<file path="config.mk">
export PLATFORM = sky130hd
export DESIGN_NAME = ai_switch_cfg_ctrl
export DESIGN_NICKNAME = d
export VERILOG_FILES = /design/src/rtl/ai_switch_cfg_ctrl.sv
export SDC_FILE = /design/constraint.sdc
export NUM_CORES = 1
export LEC_CHECK = 0
export CAP_MARGIN = 20
export CORE_ASPECT_RATIO = 1.4
export CORE_UTILIZATION = 55
export DETAILED_ROUTE_END_ITERATION = 12
export PLACE_DENSITY = 0.91
export SLEW_MARGIN = 10
export SYNTH_ARGS = -nofsm -noshare
export SYNTH_HDL_FRONTEND = slang
export SYNTH_SLANG_ARGS = --single-unit
</file>
<file path="constraint.sdc">
create_clock -name mgmt_clk -period 5.23 [get_ports mgmt_clk]
set_clock_uncertainty 0.15 [all_clocks]
set_input_delay 1.046 -clock mgmt_clk [delete_from_list [all_inputs] [get_ports mgmt_clk]]
set_output_delay 1.046 -clock mgmt_clk [all_outputs]
set_load 0.05 [all_outputs]
</file>
<file path="src/rtl/ai_switch_cfg_ctrl.sv">
// Management-domain configuration controller: mgmt register decode, shadow/active
// routing and QoS tables with an atomic req/ack commit, and coherent telemetry snapshots.
module ai_switch_cfg_ctrl #(
    parameter int N_PORTS   = 4,
    parameter int CNT_WIDTH = 32,
    parameter int TIMEOUT   = 255
) (
    input  logic                           mgmt_clk,
    input  logic                           mgmt_rst_n,
    input  logic                           mgmt_sel,
    input  logic [7:0]                     mgmt_addr,
    input  logic [31:0]                    mgmt_wdata,
    input  logic                           mgmt_write,
    output logic [31:0]                    mgmt_rdata,
    output logic [N_PORTS*N_PORTS-1:0]     route_tbl,
    output logic [2*N_PORTS-1:0]           qos_tbl,
    output logic                           cfg_req,
    input  logic                           cfg_ack,
    input  logic [N_PORTS*CNT_WIDTH-1:0]   tele_in,
    input  logic [N_PORTS*CNT_WIDTH-1:0]   tele_out,
    input  logic [N_PORTS*CNT_WIDTH-1:0]   tele_drop,
    output logic                           busy
);

    typedef enum logic [1:0] {
        ST_IDLE = 2'd0,
        ST_REQ  = 2'd1,
        ST_REL  = 2'd2
    } state_t;

    state_t                       r_state;
    state_t                       w_state_nxt;
    logic [15:0]                  r_wait;
    logic [15:0]                  r_cnt;
    logic                         r_err;
    logic                         r_req;
    logic                         r_busy;
    logic [31:0]                  r_rdata;
    logic [31:0]                  w_rdata;
    logic [N_PORTS*N_PORTS-1:0]   r_route_tbl;
    logic [2*N_PORTS-1:0]         r_qos_tbl;
    logic [N_PORTS-1:0]           r_shadow_route [N_PORTS];
    logic [1:0]                   r_shadow_qos   [N_PORTS];
    logic [CNT_WIDTH-1:0]         r_snap_in      [N_PORTS];
    logic [CNT_WIDTH-1:0]         r_snap_out     [N_PORTS];
    logic [CNT_WIDTH-1:0]         r_snap_drop    [N_PORTS];

    logic w_wr;
    logic w_rd;
    logic w_commit_stb;
    logic w_snap_stb;
    logic w_do_commit;
    logic w_do_abort;
    logic [3:0] w_idx;
    logic [3:0] w_idx3;
    logic w_unused;

    assign w_wr         = mgmt_sel & mgmt_write;
    assign w_rd         = mgmt_sel & ~mgmt_write;
    assign w_commit_stb = w_wr & (mgmt_addr == 8'h00) & mgmt_wdata[0];
    assign w_snap_stb   = w_wr & (mgmt_addr == 8'h00) & mgmt_wdata[1];
    assign w_idx        = mgmt_addr[3:0];
    assign w_idx3       = {1'b0, mgmt_addr[2:0]};
    assign w_unused     = &{1'b0, mgmt_wdata[31:N_PORTS]};

    // Commit FSM next-state; ack takes priority over the timeout on the same cycle
    always_comb begin
        w_state_nxt = r_state;
        w_do_commit = 1'b0;
        w_do_abort  = 1'b0;
        case (r_state)
            ST_IDLE: begin
                if (w_commit_stb) begin
                    w_state_nxt = ST_REQ;
                end else begin
                    w_state_nxt = ST_IDLE;
                end
            end
            ST_REQ: begin
                if (cfg_ack) begin
                    w_do_commit = 1'b1;
                    w_state_nxt = ST_REL;
                end else if (r_wait == 16'(TIMEOUT - 1)) begin
                    w_do_abort  = 1'b1;
                    w_state_nxt = ST_REL;
                end else begin
                    w_state_nxt = ST_REQ;
                end
            end
            ST_REL: begin
                if (!cfg_ack) begin
                    w_state_nxt = ST_IDLE;
                end else begin
                    w_state_nxt = ST_REL;
                end
            end
            default: w_state_nxt = ST_IDLE;
        endcase
    end

    // FSM state, handshake outputs, wait counter, commit count, sticky error, active tables
    always_ff @(posedge mgmt_clk or negedge mgmt_rst_n) begin
        if (!mgmt_rst_n) begin
            r_state     <= ST_IDLE;
            r_wait      <= 16'd0;
            r_req       <= 1'b0;
            r_busy      <= 1'b0;
            r_cnt       <= 16'd0;
            r_err       <= 1'b0;
            r_route_tbl <= '0;
            r_qos_tbl   <= '0;
        end else begin
            r_state <= w_state_nxt;
            r_req   <= (w_state_nxt == ST_REQ);
            r_busy  <= (w_state_nxt != ST_IDLE);
            r_wait  <= (r_state == ST_REQ) ? r_wait + 16'd1 : 16'd0;
            if (w_do_commit) begin
                r_cnt <= r_cnt + 16'd1;
                for (int i = 0; i < N_PORTS; i++) begin
                    r_route_tbl[i*N_PORTS +: N_PORTS] <= r_shadow_route[i];
                    r_qos_tbl[2*i +: 2]               <= r_shadow_qos[i];
                end
            end
            if (w_do_abort) begin
                r_err <= 1'b1;
            end else if (w_wr && (mgmt_addr == 8'h01)) begin
                r_err <= 1'b0;
            end
        end
    end

    // Shadow table writes, accepted in any FSM state
    always_ff @(posedge mgmt_clk or negedge mgmt_rst_n) begin
        if (!mgmt_rst_n) begin
            for (int i = 0; i < N_PORTS; i++) begin
                r_shadow_route[i] <= '0;
                r_shadow_qos[i]   <= 2'd0;
            end
        end else begin
            for (int i = 0; i < N_PORTS; i++) begin
                if (w_wr && (mgmt_addr == 8'h10 + 8'(i))) begin
                    r_shadow_route[i] <= mgmt_wdata[N_PORTS-1:0];
                end
                if (w_wr && (mgmt_addr == 8'h20 + 8'(i))) begin
                    r_shadow_qos[i] <= mgmt_wdata[1:0];
                end
            end
        end
    end

    // Telemetry snapshot: all ports captured on the same edge
    always_ff @(posedge mgmt_clk or negedge mgmt_rst_n) begin
        if (!mgmt_rst_n) begin
            for (int i = 0; i < N_PORTS; i++) begin
                r_snap_in[i]   <= '0;
                r_snap_out[i]  <= '0;
                r_snap_drop[i] <= '0;
            end
        end else if (w_snap_stb) begin
            for (int i = 0; i < N_PORTS; i++) begin
                r_snap_in[i]   <= tele_in[i*CNT_WIDTH +: CNT_WIDTH];
                r_snap_out[i]  <= tele_out[i*CNT_WIDTH +: CNT_WIDTH];
                r_snap_drop[i] <= tele_drop[i*CNT_WIDTH +: CNT_WIDTH];
            end
        end
    end

    // Read decode; an index with no matching port leaves the value at zero
    always_comb begin
        w_rdata = 32'd0;
        case (mgmt_addr[7:4])
            4'h0: begin
                if (mgmt_addr[3:0] == 4'h0) begin
                    w_rdata = {30'd0, r_err, r_busy};
                end else if (mgmt_addr[3:0] == 4'h1) begin
                    w_rdata = {16'd0, r_cnt};
                end else begin
                    w_rdata = 32'd0;
                end
            end
            4'h1: for (int i = 0; i < N_PORTS; i++)
                w_rdata = (w_idx == 4'(i)) ? 32'(r_shadow_route[i]) : w_rdata;
            4'h2: for (int i = 0; i < N_PORTS; i++)
                w_rdata = (w_idx == 4'(i)) ? 32'(r_shadow_qos[i]) : w_rdata;
            4'h3: for (int i = 0; i < N_PORTS; i++)
                w_rdata = (w_idx3 != 4'(i)) ? w_rdata :
                          mgmt_addr[3] ? 32'(r_qos_tbl[2*i +: 2]) :
                                         32'(r_route_tbl[i*N_PORTS +: N_PORTS]);
            4'h4: for (int i = 0; i < N_PORTS; i++)
                w_rdata = (w_idx == 4'(i)) ? 32'(r_snap_in[i]) : w_rdata;
            4'h5: for (int i = 0; i < N_PORTS; i++)
                w_rdata = (w_idx == 4'(i)) ? 32'(r_snap_out[i]) : w_rdata;
            4'h6: for (int i = 0; i < N_PORTS; i++)
                w_rdata = (w_idx == 4'(i)) ? 32'(r_snap_drop[i]) : w_rdata;
            default: w_rdata = 32'd0;
        endcase
    end

    // Registered read data, held between reads
    always_ff @(posedge mgmt_clk or negedge mgmt_rst_n) begin
        if (!mgmt_rst_n) begin
            r_rdata <= 32'd0;
        end else if (w_rd) begin
            r_rdata <= w_rdata;
        end
    end

    assign mgmt_rdata = r_rdata;
    assign route_tbl  = r_route_tbl;
    assign qos_tbl    = r_qos_tbl;
    assign cfg_req    = r_req;
    assign busy       = r_busy;

endmodule

</file>
Word-level counts from Yosys, hierarchy flattened --
Index checks and enable logic that the tools add are counted.
Storage, ports and cells: flip-flop bits (word level) 501, output and inout bits 58, logic and storage cells 122
Operators by class: add/sub/neg operators 2, equal/unequal tests 25, multiplexer cells 44, bitwise logic cells 6, reductions and logical operators 16
Operators with widths (count):
- 32-bit two-way mux | 12
- 32-bit case mux with 7 select lines | 1
- 16-bit two-way mux | 3
- 4-bit two-way mux | 12
- 16-bit by 1-bit adder with 16-bit output, second input constant | 2
- 8-bit by 5-bit equality test with 1-bit output, second input constant | 4
- 8-bit by 6-bit equality test with 1-bit output, second input constant | 4
- 16-bit by 8-bit equality test with 1-bit output, second input constant | 1
- 4-bit by 2-bit equality test with 1-bit output, second input constant | 4
- 2-bit two-way mux | 7
- 4-bit by 3-bit equality test with 1-bit output, second input constant | 3
- 1-bit logical AND | 9
- 4-bit by 1-bit equality test with 1-bit output, second input constant | 2
- 8-bit by 1-bit equality test with 1-bit output, second input constant | 1
- 4-bit logical NOT | 2
- 8-bit logical NOT | 1
- 1-bit two-way mux | 8
- 3-bit by 2-bit != test with 1-bit output, second input constant | 2
- 2-bit case mux with 3 select lines | 1
- 1-bit bitwise AND | 5
- 2-bit by 1-bit equality test with 1-bit output, second input constant | 2
- 2-bit nonzero test | 2
- 4-bit nonzero test | 1
- 3-bit by 1-bit != test with 1-bit output, second input constant | 1
- other kinds (3) | 3

Depth between registers and ports, before layout --
Gate-level depths: netlist of the first run.
word-level depth 6, gate-level depth with buffers 9

Worst setup path before layout of the first run --
OpenSTA, ideal clock, no wires.
path kind in2reg, start point input port mgmt_addr[7], end point register r_shadow_qos[4] in the netlist's numbering, library setup time 0.125 ns, arrival time 2.603 ns, required time 4.955 ns, path slack 2.352 ns, stages on the path 5, path buffers 1, cell sequence buf_4 > or4b_4 > or2_1 > or3_4 > mux2_4
Between the ends: longest elaborated chain between the ends 2
RTL lines:
- from (decl) | line 11 | input logic [7:0] mgmt_addr,
- 8-bit by 6-bit equality test with 1-bit output | line 144 | if (w_wr && (mgmt_addr == 8'h20 + 8'(i))) begin
- 1-bit logical AND | line 144
- to (signal, indexed assignment) | line 145 | r_shadow_qos[i] <= mgmt_wdata[1:0];
- to (decl) | line 43 | logic [1:0] r_shadow_qos [N_PORTS];
No other way between the ends. A chain may end at the register's enable or synchronous reset.

Final worst setup path of the first run --
start point input port mgmt_addr[5], end point register r_snap_out[79] in the netlist's numbering
Between the ends: longest elaborated chain between the ends 3
RTL lines:
- 8-bit logical NOT | line 61 | assign w_snap_stb = w_wr & (mgmt_addr == 8'h00) & mgmt_wdata[1];
- 1-bit bitwise AND (2 in a row) | line 61
- to (signal, indexed assignment) | line 162 | r_snap_out[i] <= tele_out[i*CNT_WIDTH +: CNT_WIDTH];
- to (decl) | line 45 | logic [CNT_WIDTH-1:0] r_snap_out [N_PORTS];
No other way between the ends.

==> metrics.cfg, run 1 <==
[outcome]
outcome=finished, final reports clean

[sta]
setup_viol=0
period_minus_slack_ns=3.896
worst_slack_ns=1.334
fin_crit_sh=0.7450
rsz0062_at_grt=false
fin_setup_tns_ns=0
worstMarginPinSlew_ns=0.9759
slew_viol_final=0
clock.fmax_ghz=0.2567
hold_viol=0
slew_headroom=0.3494

[detailed_routing]
antenna_left=0
wl_mm=73.06
firstDrtPassIters=6
vias=19630
drt_iter0_drc=1990
routedWlPerCell_um=21.99
drc=0
viasPerCell=5.909

[yosys]
ys_ff_latch=501
synth-edff-count=0
synth.area.top_cells=dfrtp_1, nand2_1, mux4_2, buf_6, a22oi_1
syn_area_per_cell_um2=9.708
synth_largest_area_cell=dfrtp_1
yosys.area.top_type_share=0.5507
yosysUniqueCellTypes=62
synth_top_flop_cell=dfrtp_1
yosysWarnings=0
netlist_instances=2345
yosysSeqAreaShare=0.5507
synthArstFlopShare=1.000
syn-num-nets=2777
synth.cell_area_um2=22760

[final_layout]
num-fill-cells=2653
postLayoutCellArea_um2=29160
syn_to_final_growth_pct=28.09
fin_util=0.7201
drive_above_1_share=0.08760
final_nets=3170

[worst_hold_path]
hold_start=r_snap_in[26]
min_path_cells=2
hold_class=flip-flop to flip-flop
holdPathEnd=r_snap_in[26]

[power]
p_per_area_nw_per_um2=278.9
p_total_uw=8132
p_leak_uw=0.01455
max-vdd-ir-drop_uv=216.8

[place]
pre_cts_ws_ns=0.9514
numPortBuffers=458
gp_congestion=0.9090
place_area_um2=27520
dp_hpwl_mm=49.99

[grt]
grt_usage=0.3490
grt_pass1_vias=20370
grt_pass1_wl_mm=113.0
grt-ovfl-total=0
antenna_found_initial=17
grt_max_degree=135

[worst_setup_path]
critPathMaxStageDelay_ns=0.72
cp.required_ns=5.53
worstRegToRegCells=7
rrSetupSlack_ns=2.86
crit_top_cell=nand2_1
rr_endpoint=r_state[0]
startpoint_type=primary input
critPathKind=primary input to flip-flop
slowest_stage=clkdlybuf4s50_1
path_cells=clkdlybuf4s50_1 -> or4_4 -> nor3_2 -> nand2_4 -> buf_12 -> nand2_1 -> nand2_1
endpoint_kind=flip-flop
critPathTopFamily=simple AND/OR/NAND/NOR gates
arrival_ns=4.20
cp.depth=7
path_max_fanout=134
r2r-start=r_wait[0]
cp.buffers_inverters=2

[die]
io_pins=487
die_w_um=173.9
die_y_um=242.7
rows=87
core_um2=40490
die_area_um2=42220
initial_core_util=0.5622

[clock_network]
cts_sinks=501
cts_buffers=47
postCtsResizedCells=0
postCtsSetupBuffers=0
hold_buffers=0
insertion_delay_ns=0.57
clk_path_buf_depth=3
htree_levels=2
cts-root-buf=clkbuf_16
path_clk_slew_ns=0.06
cts_tree=yes

[job]
max-cap-violations=0

[power breakdown]
part	internal [uW]	switching [uW]	total (uW)	leakage, uW
logic	352	276	628	0.00680
registers	3920	32.4	3960	0.00698
clock network	2040	1500	3550	0.000777
total	6320	1810	8130	0.0146
[worst register-to-register path: stages (launching register included)]
cell	delay (ns)
dfrtp_1	0.41
inv_1	0.08
ha_1	0.15
or4b_2	0.62
nor4_1	0.42
a31oi_1	0.21
nand2_1	0.13
a21oi_1	0.08
[worst max-delay path by stage]
stage	end	start	slack, ns
after floorplan	r_shadow_qos[4]	mgmt_addr[7]	2.35
after global placement	r_snap_out[7]	mgmt_addr[5]	1.03
after detailed placement	r_snap_in[106]	mgmt_addr[5]	0.95
after CTS	r_snap_in[106]	mgmt_addr[5]	1.51
after global routing	r_snap_out[79]	mgmt_addr[5]	1.23
final	r_snap_out[79]	mgmt_addr[5]	1.33
[cell usage in the layout (no fill, tap or decap), types with 5 or more instances in the layout]
master / count
nand2_1: 1265
nand4_1: 11
nor2b_1: 5
mux2i_1: 19
xnor2_1: 15
mux4_2: 86
clkbuf_1: 12
clkinv_2: 6
a22o_1: 13
a22oi_1: 52
nand3_1: 25
dfrtp_1: 501
a21oi_1: 5
mux2_2: 25
o21ai_0: 22
nand2b_1: 6
clkbuf_8: 11
and2_1: 5
buf_4: 19
clkbuf_16: 48
a32oi_1: 8
xor2_1: 12
o22ai_1: 7
o2bb2ai_1: 11
nor3_1: 5
diode_2: 15
clkdlybuf4s50_1: 455
nor2_1: 29
buf_12: 12
[Yosys cell counts, types with 4 or more instances]
cell and number:
xor2_1 12, mux2i_1 19, and2_1 8, nor2_1 29, o22ai_1 7, buf_6 35, nor4_1 4, buf_2 60
inv_1 4, nor3_1 5, o21ai_0 22, dfrtp_1 501, and3_1 4, mux2_2 25, a211oi_1 4, a22oi_1 52
a32oi_1 8, a22o_1 13, mux4_2 86, a21oi_1 5, xnor2_1 15, nor2b_1 6, o2bb2ai_1 11, buf_4 14
nand2_1 1266, nand4_1 11, mux2_4 4, nand3_1 25, nand2b_1 7, clkbuf_1 34
[metal layers]
metal | share of wire | vias up | GRT usage
li1 | - | 8455 | -
met1 | 0.34 | 9714 | 0.3982
met2 | 0.51 | 1157 | 0.5922
met3 | 0.081 | 304 | 0.06861
met4 | 0.074 | 4 | 0.2384
met5 | 0.00027 | - | 0
[logic make-up after synthesis]
logic type      share of synthesized area
xor+xnor                          0.01039
mux                                0.1084
buf+inv                           0.04188
flops                              0.5507
simple gates                       0.2418
compound gates                    0.04507
fa+ha+maj                        0.001649
[through the flow]
| step | hold slack (ns) | instances |
|---|---|---|
| after floorplan | 0.2804 | 2345 |
| after global placement | 0.2931 | 3222 |
| after detailed placement | 0.2995 | 3222 |
| after CTS | 0.3147 | 3307 |
| after global routing | 0.3323 | 3322 |
| final | 0.3128 | 3323 |
[flip-flops by register name, indices dropped and copies added, names as in the netlist]
name and cells:
r_snap_drop 128, r_snap_in 128, r_snap_out 128, mgmt_rdata 32, r_cnt 16, r_shadow_route 16, r_wait 16, route_tbl 16
qos_tbl 8, r_shadow_qos 8, r_state 2, busy 1, cfg_req 1, r_err 1
[area by class of cell]
class / count / area (um2) / share of cell area
Inverter: 4 / 15.01 / 0.0005149
Timing Repair Buffer: 490 / 4990 / 0.1711
Clock buffer: 71 / 1398 / 0.04793
Clock inverter: 14 / 190.2 / 0.006522
Multi-Input combinational cell: 1694 / 9324 / 0.3198
Sequential cell: 501 / 12540 / 0.4300
Tap cell: 534 / 668.1 / 0.02291
Antenna cell: 15 / 37.54 / 0.001287
Power figures use the tool's default switching activity.
==> run 2, diff against run 1 <==
CORE_UTILIZATION = 51   (was 55)
PLACE_DENSITY = 0.86   (was 0.91)
clock period = 3.9 ns   (was 5.23 ns; I/O delays follow)
==> run 2 against run 1 <==
  * Combinational power up 36%
  * Clock power up 35%
  * Non-clock buffer count up 33
  * Sequential power up 34%
  * Global-route usage down 3.3 points
  * Worst hold slack worse by 0.13 ns
  * Core utilization down 4.8 points
  * Power up 35%
  * Highest routed layer unchanged
==> metrics.cfg, run 2 (synthesis results as in run 1) <==
[outcome]
outcome=finished, final reports clean

[sta]
clock.fmax_ghz=0.3455
period_minus_slack_ns=2.895
worstMarginPinSlew_ns=0.9506
fin_crit_sh=0.7422
setup_viol=0
hold_viol=0
slew_headroom=0.3663
worst_slack_ns=1.005
rsz0062_at_grt=false
fin_setup_tns_ns=0
slew_viol_final=0

[final_layout]
fin_util=0.6719
drive_above_1_share=0.09904
reg_top3=r_snap_drop (128), r_snap_in (128), r_snap_out (128)
final_common_cell=nand2_1
multi_input_area_um2=9324
syn_to_final_growth_pct=30.06
num-fill-cells=3140
seqCellArea_um2=12540
layout_common_cells=nand2_1, dfrtp_1, clkdlybuf4s50_1
final_nets=3203

[detailed_routing]
wl_mm=71.15
viasPerCell=5.657
drc=0
routedWlPerCell_um=21.01
vias=19160
firstDrtPassIters=5
drt_iter0_drc=1805
antenna_left=0

[grt]
antenna_found_initial=23
grt_pass1_wl_mm=109.7
grt_max_degree=167
grt-ovfl-total=0
grt_usage=0.3159
grt_pass1_vias=19790

[die]
die_y_um=252.0
core_um2=44060
rows=91
initial_core_util=0.5166
io_pins=487
die_w_um=180.6
die_area_um2=45500

[clock_network]
cts-root-buf=clkbuf_16
postCtsSetupBuffers=0
path_clk_slew_ns=0.06
cts_sinks=501
clk_path_buf_depth=3
htree_levels=2
cts_tree=yes
hold_buffers=0
postCtsResizedCells=0
insertion_delay_ns=0.57
cts_buffers=47

[worst_setup_path]
critPathKind=primary input to flip-flop
arrival_ns=3.23
path_max_fanout=86
endpoint_kind=flip-flop
rrSetupSlack_ns=1.57
worstRegToRegCells=6
rr_endpoint=r_err
cp.required_ns=4.24
r2r-start=r_wait[0]
startpoint_type=primary input

[power]
max-vdd-ir-drop_uv=352.0
switchingPower_uw=2430
pwr-share-clk=0.438
seqPwrFrac=0.484
internal_power_uw=8534
p_comb_frac=0.078
swShare=0.2216
p_leak_uw=0.01475
p_total_uw=10960
p_per_area_nw_per_um2=370.3

[worst_hold_path]
hold_class=primary input to asynchronous set/reset pin

[place]
numPortBuffers=458
gp_congestion=0.8927
dp_hpwl_mm=50.97
pre_cts_ws_ns=0.4981

[job]
max-cap-violations=0

==> run 2: cell types whose count changed in the layout (fill, tap and decap cells not counted), moves of 2 or more <==
| cell | before | now |
|---|---|---|
| clkinvlp_4 | 2 | 7 |
| clkbuf_1 | 12 | 10 |
| diode_2 | 15 | 21 |
| buf_4 | 19 | 42 |
| clkinv_2 | 6 | 3 |
| buf_12 | 12 | 22 |
==> run 2: cell type report <==
type / instances / area share
Antenna cell: 21 / 0.001775
Sequential cell: 501 / 0.4234
Inverter: 4 / 0.0005071
Timing Repair Buffer: 523 / 0.1815
Tap cell: 558 / 0.02358
Clock inverter: 16 / 0.007649
Multi-Input combinational cell: 1694 / 0.3149
Clock buffer: 69 / 0.04657
==> run 2: power by group through the flow <==
| stage | sequential [uW] | clock [uW] | combinational [uW] |
|---|---|---|---|
| after CTS | 5300 | 4860 | 860 |
| after global routing | 5310 | 5060 | 914 |
| final | 5300 | 4810 | 854 |
| after detailed placement | 5400 | 0 | 852 |
| after global placement | 5390 | 0 | 842 |
| after floorplan | 5390 | 0 | 213 |
==> run 2: how the worst max path moves through the flow <==
stage | slack [ns] | cells past startpoint | to | from
2_1_floorplan | 1.29 | 5 | r_shadow_qos[4] | mgmt_addr[7]
3_3_place_gp | 0.51 | 8 | r_snap_out[119] | mgmt_addr[2]
3_5_place_dp | 0.50 | 7 | r_snap_in[40] | mgmt_addr[2]
4_1_cts | 1.03 | 7 | r_snap_in[108] | mgmt_addr[2]
5_1_grt | 0.93 | 7 | r_snap_in[108] | mgmt_addr[2]
6_report | 1.01 | 7 | r_snap_in[108] | mgmt_addr[2]
==> run 2: per-layer routing <==
| metal | vias to the layer above | track usage | wire length [um] | share of wire |
|---|---|---|---|---|
| met5 | - | 0 | 50 | 0.00070 |
| met4 | 8 | 0.2129 | 4900 | 0.069 |
| met3 | 272 | 0.05990 | 4863 | 0.068 |
| met2 | 937 | 0.5478 | 36250 | 0.51 |
| met1 | 9396 | 0.3551 | 25090 | 0.35 |
| li1 | 8543 | - | - | - |
==> run 2: worst max-delay path, cell delays in order <==
cell             delay, ns
clkdlybuf4s50_1       0.56
or4_4                 0.52
nor3_2                0.38
and2_4                0.32
buf_12                0.35
nand2_1               0.16
nand2_1               0.12
==> run 2: through the flow <==
step | hold slack, ns | cell area (um2) | cells
5_1_grt | 0.2293 | 29600 | 3383
6_report | 0.1799 | 29610 | 3386
2_1_floorplan | 0.2804 | 22760 | 2345
3_3_place_gp | 0.2938 | 27920 | 3279
4_1_cts | 0.1993 | 29530 | 3364
3_5_place_dp | 0.3010 | 27920 | 3279
==> run 3, diff against run 2 <==
CORE_UTILIZATION = 46   (was 51)
PLACE_DENSITY = 0.82   (was 0.86)
clock period = 2.65 ns   (was 3.9 ns; I/O delays follow)
==> run 3 against run 2 <==
  * Sequential power rose by 47%
  * Setup slack got worse by 0.89 ns
  * Core utilization shrank 4.9 points
  * Die area is 11% higher
  * Combinational power is 52% higher
  * Sequential share of layout area down 1.2 points
  * Design area increased by 2.9%
  * Register-to-register slack got worse by 1.2 ns
  * Cell count increased by 4.0%
  * Sequential cell count is the same
  * Largest power group unchanged
  * Highest routed layer unchanged
==> metrics.cfg, run 3 (synthesis results as in run 1) <==
[worst_setup_path]
cp.buffers_inverters=1
critPathTopFamily=buffers and inverters
critPathMaxStageDelay_ns=0.85
rr_endpoint=cfg_req
cp.required_ns=1.97
path_max_fanout=2
arrival_ns=1.85
endpoint_kind=output pin
critPathKind=flip-flop to output pin
rrSetupSlack_ns=0.36
startpoint_type=flip-flop
worstRegToRegCells=7
slowest_stage=clkdlybuf4s50_1
path_cells=clkdlybuf4s50_1
r2r-start=r_wait[0]

[final_layout]
syn_to_final_growth_pct=33.77
final_common_cell=nand2_1
reg_top3=r_snap_drop (128), r_snap_in (128), r_snap_out (128)
num-fill-cells=3794
final_nets=3274
layout_common_cells=nand2_1, dfrtp_1, clkdlybuf4s50_1
drive_above_1_share=0.1186

[job]
max-cap-violations=0

[grt]
grt-ovfl-total=0
grt_max_degree=96
grt_pass1_wl_mm=111.1
grt_pass1_vias=20180
grt_usage=0.2886
antenna_found_initial=12

[outcome]
outcome=finished, final reports clean

[clock_network]
postCtsSetupBuffers=0
cts-root-buf=clkbuf_16
insertion_delay_ns=0.56
cts_sinks=501
cts_buffers=48
postCtsResizedCells=0
htree_levels=2
path_clk_slew_ns=0.07
clk_path_buf_depth=3
cts_tree=yes

[die]
io_pins=487
die_w_um=190.0
initial_core_util=0.4657
die_y_um=265.2
rows=96
core_um2=48890
die_area_um2=50390

[detailed_routing]
drt_iter0_drc=1309
routedWlPerCell_um=20.47
viasPerCell=5.474
wl_mm=72.13
vias=19290
firstDrtPassIters=5
antenna_left=0
drc=0

[power]
p_leak_uw=0.01518
p_per_area_nw_per_um2=519.5
max-vdd-ir-drop_uv=510.2

[place]
gp_congestion=0.8957
pre_cts_ws_ns=-0.3037
numPortBuffers=458
dp_hpwl_mm=54.46

[sta]
clock.fmax_ghz=0.3945
worst_slack_ns=0.1152
setup_viol=0
slew_viol_final=0
fin_setup_tns_ns=0
worstMarginPinSlew_ns=1.097
hold_viol=0
fin_crit_sh=0.9565
slew_headroom=0.2654
rsz0062_at_grt=false
period_minus_slack_ns=2.535
worst_hold_slack_ns=0.3108

[worst_hold_path]
hold_class=primary input to asynchronous set/reset pin

## run 3: cell count changes in the layout (fill, tap and decap cells not counted), sizes merged
cell	previous run	this run
buf	68	136
bufinv	5	1
clkbuf	69	74
clkinvlp	7	2
clkinv	3	8
diode	21	10
inv	5	4
dlygate4sd3	0	1
## run 3: per-layer routing
layer  wire length, um  share of wire  GRT usage
met1             25780           0.36     0.3295
met2             37030           0.51     0.5064
met3              4783          0.066    0.04750
met4              4503          0.062     0.1700
met5                23        0.00032          0
## run 3: final cells by class
type | instances | area (um2) | area share
multi-input combinational | 1694 | 9324 | 0.3062
clock buffer | 73 | 1418 | 0.04655
tap | 637 | 797.0 | 0.02617
inverter | 4 | 15.01 | 0.0004931
clock inverter | 11 | 100.1 | 0.003287
antenna | 10 | 25.02 | 0.0008218
sequential | 501 | 12540 | 0.4117
timing repair buffer | 593 | 6236 | 0.2048
## run 3: where the power goes
group	leakage, uW	internal [uW]	switching, uW	total, uW
registers	0.00698	7750	60.9	7810
logic	0.00746	756	547	1300
clock network	0.000740	3780	2930	6710
total	0.0152	12300	3530	15800
## run 3: worst max-delay path by stage
| stage | depth (start not counted) | slack (ns) | start | end |
|---|---|---|---|---|
| floorplan | 5 | 0.29 | mgmt_addr[7] | r_shadow_qos[4] |
| global placement | 8 | -0.28 | mgmt_addr[4] | r_snap_drop[46] |
| detailed placement | 8 | -0.30 | mgmt_addr[4] | r_snap_out[1] |
| CTS | 1 | 0.12 | mgmt_rdata[23] | mgmt_rdata[23] |
| global route | 1 | 0.1 | mgmt_rdata[1] | mgmt_rdata[1] |
| finish | 1 | 0.12 | mgmt_rdata[1] | mgmt_rdata[1] |
## run 3: what timing repair did
action | in CTS | in global routing
hold buffers | 1 | 0
setup endpoints to repair | 0 | 0
endpoints found under the hold margin | 39 | 0
## run 3: through the flow
stage | area (um2) | instances | total power (uW) | util
detailed placement | 28900 | 3428 | 9251 | 0.5911
global placement | 28900 | 3428 | 9226 | 0.5911
CTS | 30430 | 3513 | 15920 | 0.6224
floorplan | 22760 | 2345 | 8243 | -
global route | 30450 | 3523 | 16260 | 0.6229
finish | 30450 | 3523 | 15820 | 0.6229
